[config.mk]
export PLATFORM = sky130hd
export DESIGN_NAME = mem_responder
export DESIGN_NICKNAME = d
export VERILOG_FILES = /design/src/rtl/mem_pkg.sv /design/src/rtl/mem_array.sv /design/src/rtl/mem_responder.sv
export SDC_FILE = /design/constraint.sdc
export NUM_CORES = 2
export LEC_CHECK = 0
export CAP_MARGIN = 20
export CORE_MARGIN = 4
export CORE_UTILIZATION = 54
export DETAILED_ROUTE_END_ITERATION = 8
export PLACE_DENSITY = 0.74
export SYNTH_ARGS = -nofsm -noshare
export SYNTH_HDL_FRONTEND = slang
export SYNTH_SLANG_ARGS = --single-unit
[constraint.sdc]
create_clock -name clk -period 5.69 [get_ports clk]
set_input_delay 0.569 -clock clk [delete_from_list [all_inputs] [get_ports clk]]
set_output_delay 0.569 -clock clk [all_outputs]
set_load 0.005 [all_outputs]
[src/rtl/mem_pkg.sv]
// Shared definitions for the memory responder: FSM encoding and default widths.
package mem_pkg;

  typedef enum logic [1:0] {
    IDLE = 2'b00,
    WAIT = 2'b01,
    RESP = 2'b10
  } state_e;

  localparam int DEF_ADDR_W      = 8;
  localparam int DEF_DATA_W      = 8;
  localparam int DEF_DEPTH       = 256;
  localparam int DEF_WAIT_CYCLES = 2;
  localparam int CNT_W           = 4;

endpackage

[src/rtl/mem_array.sv]
// Word-addressed storage: synchronous write, registered read, no reset on contents.
module mem_array #(
  parameter int ADDR_W = 8,
  parameter int DATA_W = 8,
  parameter int DEPTH  = 256
) (
  input  logic              clk,
  input  logic              we_i,
  input  logic              re_i,
  input  logic [ADDR_W-1:0] addr_i,
  input  logic [DATA_W-1:0] wdata_i,
  output logic [DATA_W-1:0] rdata_o
);

  localparam int IDX_W = (DEPTH > 1) ? $clog2(DEPTH) : 1;

  logic [DATA_W-1:0] mem_q [DEPTH];
  logic [DATA_W-1:0] rdata_q;
  logic [IDX_W-1:0]  idx;

  assign idx = addr_i[IDX_W-1:0];

  // The controller only enables either port for in-range addresses.
  always_ff @(posedge clk) begin
    if (we_i) mem_q[idx] <= wdata_i;
    if (re_i) rdata_q <= mem_q[idx];
  end

  assign rdata_o = rdata_q;

endmodule

[src/rtl/mem_responder.sv]
// CPU-facing memory slave: accepts one request at a time, inserts wait states,
// then holds a response until the CPU takes it.
module mem_responder
  import mem_pkg::*;
#(
  parameter int ADDR_W      = DEF_ADDR_W,
  parameter int DATA_W      = DEF_DATA_W,
  parameter int DEPTH       = DEF_DEPTH,
  parameter int WAIT_CYCLES = DEF_WAIT_CYCLES
) (
  input  logic              clk,
  input  logic              reset_n,
  input  logic              req_valid,
  input  logic              req_write,
  input  logic [ADDR_W-1:0] req_addr,
  input  logic [DATA_W-1:0] req_wdata,
  output logic              req_ready,
  output logic              rsp_valid,
  input  logic              rsp_ready,
  output logic [DATA_W-1:0] rsp_rdata,
  output logic              rsp_err
);

  localparam logic [ADDR_W:0]  DEPTH_L = (ADDR_W+1)'(DEPTH);
  localparam logic [CNT_W-1:0] WAIT_L  = CNT_W'(WAIT_CYCLES);

  state_e            state_q, state_d;
  logic [CNT_W-1:0]  cnt_q, cnt_d;
  logic              err_q, err_d;
  logic              write_q;
  logic [ADDR_W-1:0] addr_q;
  logic [DATA_W-1:0] wdata_q;

  logic              accept;
  logic              commit;
  logic              cmt_write;
  logic [ADDR_W-1:0] cmt_addr;
  logic [DATA_W-1:0] cmt_wdata;
  logic              cmt_in_range;
  logic              mem_we, mem_re;
  logic [DATA_W-1:0] arr_rdata;

  assign accept = req_valid && req_ready;

  // With zero wait states the commit happens on the accept edge, so the
  // request fields are taken straight from the port instead of the latches.
  assign cmt_write    = (state_q == IDLE) ? req_write : write_q;
  assign cmt_addr     = (state_q == IDLE) ? req_addr  : addr_q;
  assign cmt_wdata    = (state_q == IDLE) ? req_wdata : wdata_q;
  assign cmt_in_range = {1'b0, cmt_addr} < DEPTH_L;
  assign commit       = (state_d == RESP) && (state_q != RESP);

  always_ff @(posedge clk or negedge reset_n) begin
    if (!reset_n) begin
      state_q <= IDLE;
      cnt_q   <= '0;
      err_q   <= 1'b0;
    end else begin
      state_q <= state_d;
      cnt_q   <= cnt_d;
      err_q   <= err_d;
    end
  end

  always_ff @(posedge clk) begin
    if (accept) begin
      write_q <= req_write;
      addr_q  <= req_addr;
      wdata_q <= req_wdata;
    end
  end

  always_comb begin
    state_d = state_q;
    cnt_d   = cnt_q;
    err_d   = err_q;
    case (state_q)
      IDLE: begin
        if (accept) begin
          cnt_d   = WAIT_L;
          state_d = (WAIT_CYCLES == 0) ? RESP : WAIT;
        end
      end
      WAIT: begin
        cnt_d = cnt_q - CNT_W'(1);
        if (cnt_q <= CNT_W'(1)) state_d = RESP;
      end
      RESP: begin
        if (rsp_ready) state_d = IDLE;
      end
      default: state_d = IDLE;
    endcase
    if (commit) err_d = !cmt_in_range;
  end

  always_comb begin
    req_ready = (state_q == IDLE) && reset_n;
    rsp_valid = (state_q == RESP);
    rsp_err   = rsp_valid && err_q;
    rsp_rdata = (rsp_valid && !write_q && !err_q) ? arr_rdata : '0;
    mem_we    = commit && cmt_write && cmt_in_range;
    mem_re    = commit && !cmt_write && cmt_in_range;
  end

  mem_array #(
    .ADDR_W (ADDR_W),
    .DATA_W (DATA_W),
    .DEPTH  (DEPTH)
  ) u_mem_array (
    .clk     (clk),
    .we_i    (mem_we),
    .re_i    (mem_re),
    .addr_i  (cmt_addr),
    .wdata_i (cmt_wdata),
    .rdata_o (arr_rdata)
  );

endmodule

==> qor.txt <==
CP Data Required Time: 6.26 ns
antenna viol nets, final: 0
Synth Area in XOR/XNOR: 0.0001139
router iterations before antenna repair: 7
multiplexer area fraction after synthesis: 0.001302
CTS Buf Count: 195
Final Cell Area: 85480 µm²
die height: 385.3 µm
switching pwr: 13.01 mW
Syn Inst Count: 4182
Root Buffer: clkbuf_16
Yosys Warn Count: 0
H-tree levels: 4
fmax: 191.9 MHz
Overflow after GRT: 0
peak supply drop: 597.2 µV
most frequent cells in the layout: edfxtp_1 (2073), a22o_1 (512), a221oi_1 (512)
EDFF count, synth: 2073
vias in the first global route: 41510
Horiz. Die Dim: 385.3 µm
starting DRC count in detailed routing: 6993
Switching Fraction: 0.3129
status: completed
Site Rows: 138
Post-synth ARST share: 0.002886
Yosys reg bits: 2079
final period utilization: 0.9158
main combinational cell family by area after synthesis: compound AO/OA/AOI/OAI gates
final setup violation count: 0
net count after synthesis: 4205
setup tns final: 0 ns
Period minus WS final: 5.211 ns
worst slew pin tran: 1.170 ns
worst skew pair latency: 0.83 ns
Post-DP Area: 79450 µm²
Clock Path Buffers: 3
via count: 43100
CTS tree: yes
CP Class: flop to flop
Post-Syn Area: 76870 µm²
mean area per synthesized cell: 18.38 µm²
FF+latch area: 62400 µm²
DRC errors left: 0
Final Util: 0.6045
CP endpoint kind: flop
Max transition margin: 0.2198
Comb pwr share: 0.250
post-synthesis adder-cell area fraction: 0.0003255
share of power burned in registers: 0.455
Clock transition at path regs: 0.06 ns
total clock sinks: 2079
Final Skew: 0.04419 ns
dpl cells: 5914
Top FF cell, synth: edfxtp_1
Post-Route WL: 192400 µm
Final #Nets: 4247
nature of the critical path startpoint: flop
PD cells: 486.4 nW/µm²
initial antenna violation count: 5
core area: 141400 µm²
port bufs: 30
post-CTS setup buffer count: 0
Fin. Hold Viols: 0
Clock power frac: 0.294
CP max FO: 26
total leakage power: 26.19 nW
gr usage total: 0.2567
area of the multi-input gates: 13170 µm²
Synth Area in Compound Gates: 0.1425
fin cells: 6280
Final GP Congestion: 0.8923
CP Data Arrival Time: 5.78 ns
Unique masters post-synth: 43
most common cell after layout, fill and taps aside: edfxtp_1
Initial Utilization: 0.5436
P&R area growth vs syn: 11.21%
WL per Instance: 30.64 µm
die area: 148400 µm²
DP HPWL: 112700 µm
Pint: 28.57 mW
post-DR vias/cell: 6.863
post-synthesis sequential area ratio: 0.8118
simple-gate portion of the synthesized area: 0.02487
Hold/Removal Path Class: input port to flop
share of cells above drive strength 1: 0.09371
first-pass GRT wire length: 280000 µm
max cap viols: 0
RSZ-0062 raised after global routing: false
IO Pins: 32
Final Slew Violations: 0
largest net degree at the start of global routing: 179
# fillers: 9694
[layout make-up]
class	count	share of cell area
sequential	2079	0.7300
multi-input combinational	1782	0.1540
clock buffer	252	0.06057
tap	1890	0.02766
timing repair buffer	160	0.01794
clock inverter	107	0.009426
inverter	6	0.0002635
antenna	4	0.0001171
[synthesized netlist by cell type (8+ instances only)]
library cell  count  share of area
edfxtp_1       2073           0.81
a221oi_1        512          0.058
a22o_1          512          0.058
nor2_1          265          0.013
o22ai_1         257          0.021
buf_2           140         0.0091
clkbuf_1        139         0.0068
nand2_1          65         0.0032
nor4_1           64         0.0052
buf_1            23         0.0011
a21oi_1          16         0.0010
buf_6            10         0.0015
nand2b_1         10        0.00081
o21ai_0          10        0.00065
and2_1            9        0.00073
a2111o_1          8         0.0012
mux2_2            8         0.0012
[registers in the layout, summed over array words and instances, names as in the netlist]
signal / cells
u_mem_array.rdata_o: 8
state_q: 2
wdata_q: 8
u_mem_array.mem_q: 2048
cnt_q: 4
addr_q: 8
write_q: 1
[per-stage QoR]
stage / hold slack (ns) / worst slack, ns / total power [mW]
final: 0.3044 / 0.4793 / 41.58
after floorplan: 0.2734 / 1.891 / 25.44
after CTS: 0.2482 / 0.5257 / 41.45
after detailed placement: 0.4847 / 0.5870 / 29.44
after global placement: 0.4764 / 0.6178 / 29.22
after global routing: 0.2759 / 0.3572 / 42.80
[power by group through the flow]
stage | registers (mW) | clock network, mW | logic (mW)
2_1_floorplan | 19.4 | 0 | 6.01
3_3_place_gp | 19.2 | 0 | 9.97
3_5_place_dp | 19.3 | 0 | 10.2
4_1_cts | 18.9 | 12.3 | 10.2
5_1_grt | 18.9 | 13.0 | 10.9
6_report | 18.9 | 12.2 | 10.4
[logic make-up after synthesis]
family / count (synthesis)
AOI/OAI and AO/OA: 1335
xor gates and xnor gates: 1
adders and majority gates: 2
buffers and inverters: 321
DFF: 2079
muxes: 9
other: 1
and+or+nand+nor: 434
[critical path, cell delays in order, from the launching register on]
cell      delay (ns)
dfrtp_1         0.47
nor2_4          0.68
buf_4           0.39
o21ai_0         0.25
nand2_1         0.54
buf_4           0.39
buf_4           0.23
o22ai_1         0.11
nor4_1          0.92
a21oi_1         0.46
a2111o_1        0.48
[final timing paths]
path	start	to	slack (ns)	cells after the start
max in group asynchronous	reset_n	state_q[0]	4.90	2
min	req_write	write_q	0.30	1
min reg2reg	cnt_q[3]	cnt_q[3]	0.49	1
max reg2reg	state_q[0]	u_mem_array.rdata_o[6]	0.48	10
max	state_q[0]	u_mem_array.rdata_o[6]	0.48	10
min in group asynchronous	reset_n	state_q[1]	0.55	2
[repair_timing]
action | in CTS | in global routing
gates resized for setup | 0 | 0
endpoints found under the hold margin | 6 | 0
hold buffers | 1 | 0
[per-layer routing]
| metal | vias to the layer above | wire length (µm) | part of all wire | global-route usage |
|---|---|---|---|---|
| li1 | 17960 | - | - | - |
| met1 | 21670 | 71820 | 0.37 | 0.3638 |
| met2 | 3015 | 89300 | 0.46 | 0.3927 |
| met3 | 449 | 23190 | 0.12 | 0.05774 |
| met4 | 2 | 8112 | 0.042 | 0.1001 |
| met5 | - | 16 | 0.000083 | 0 |
Power figures use the tool's default switching activity.
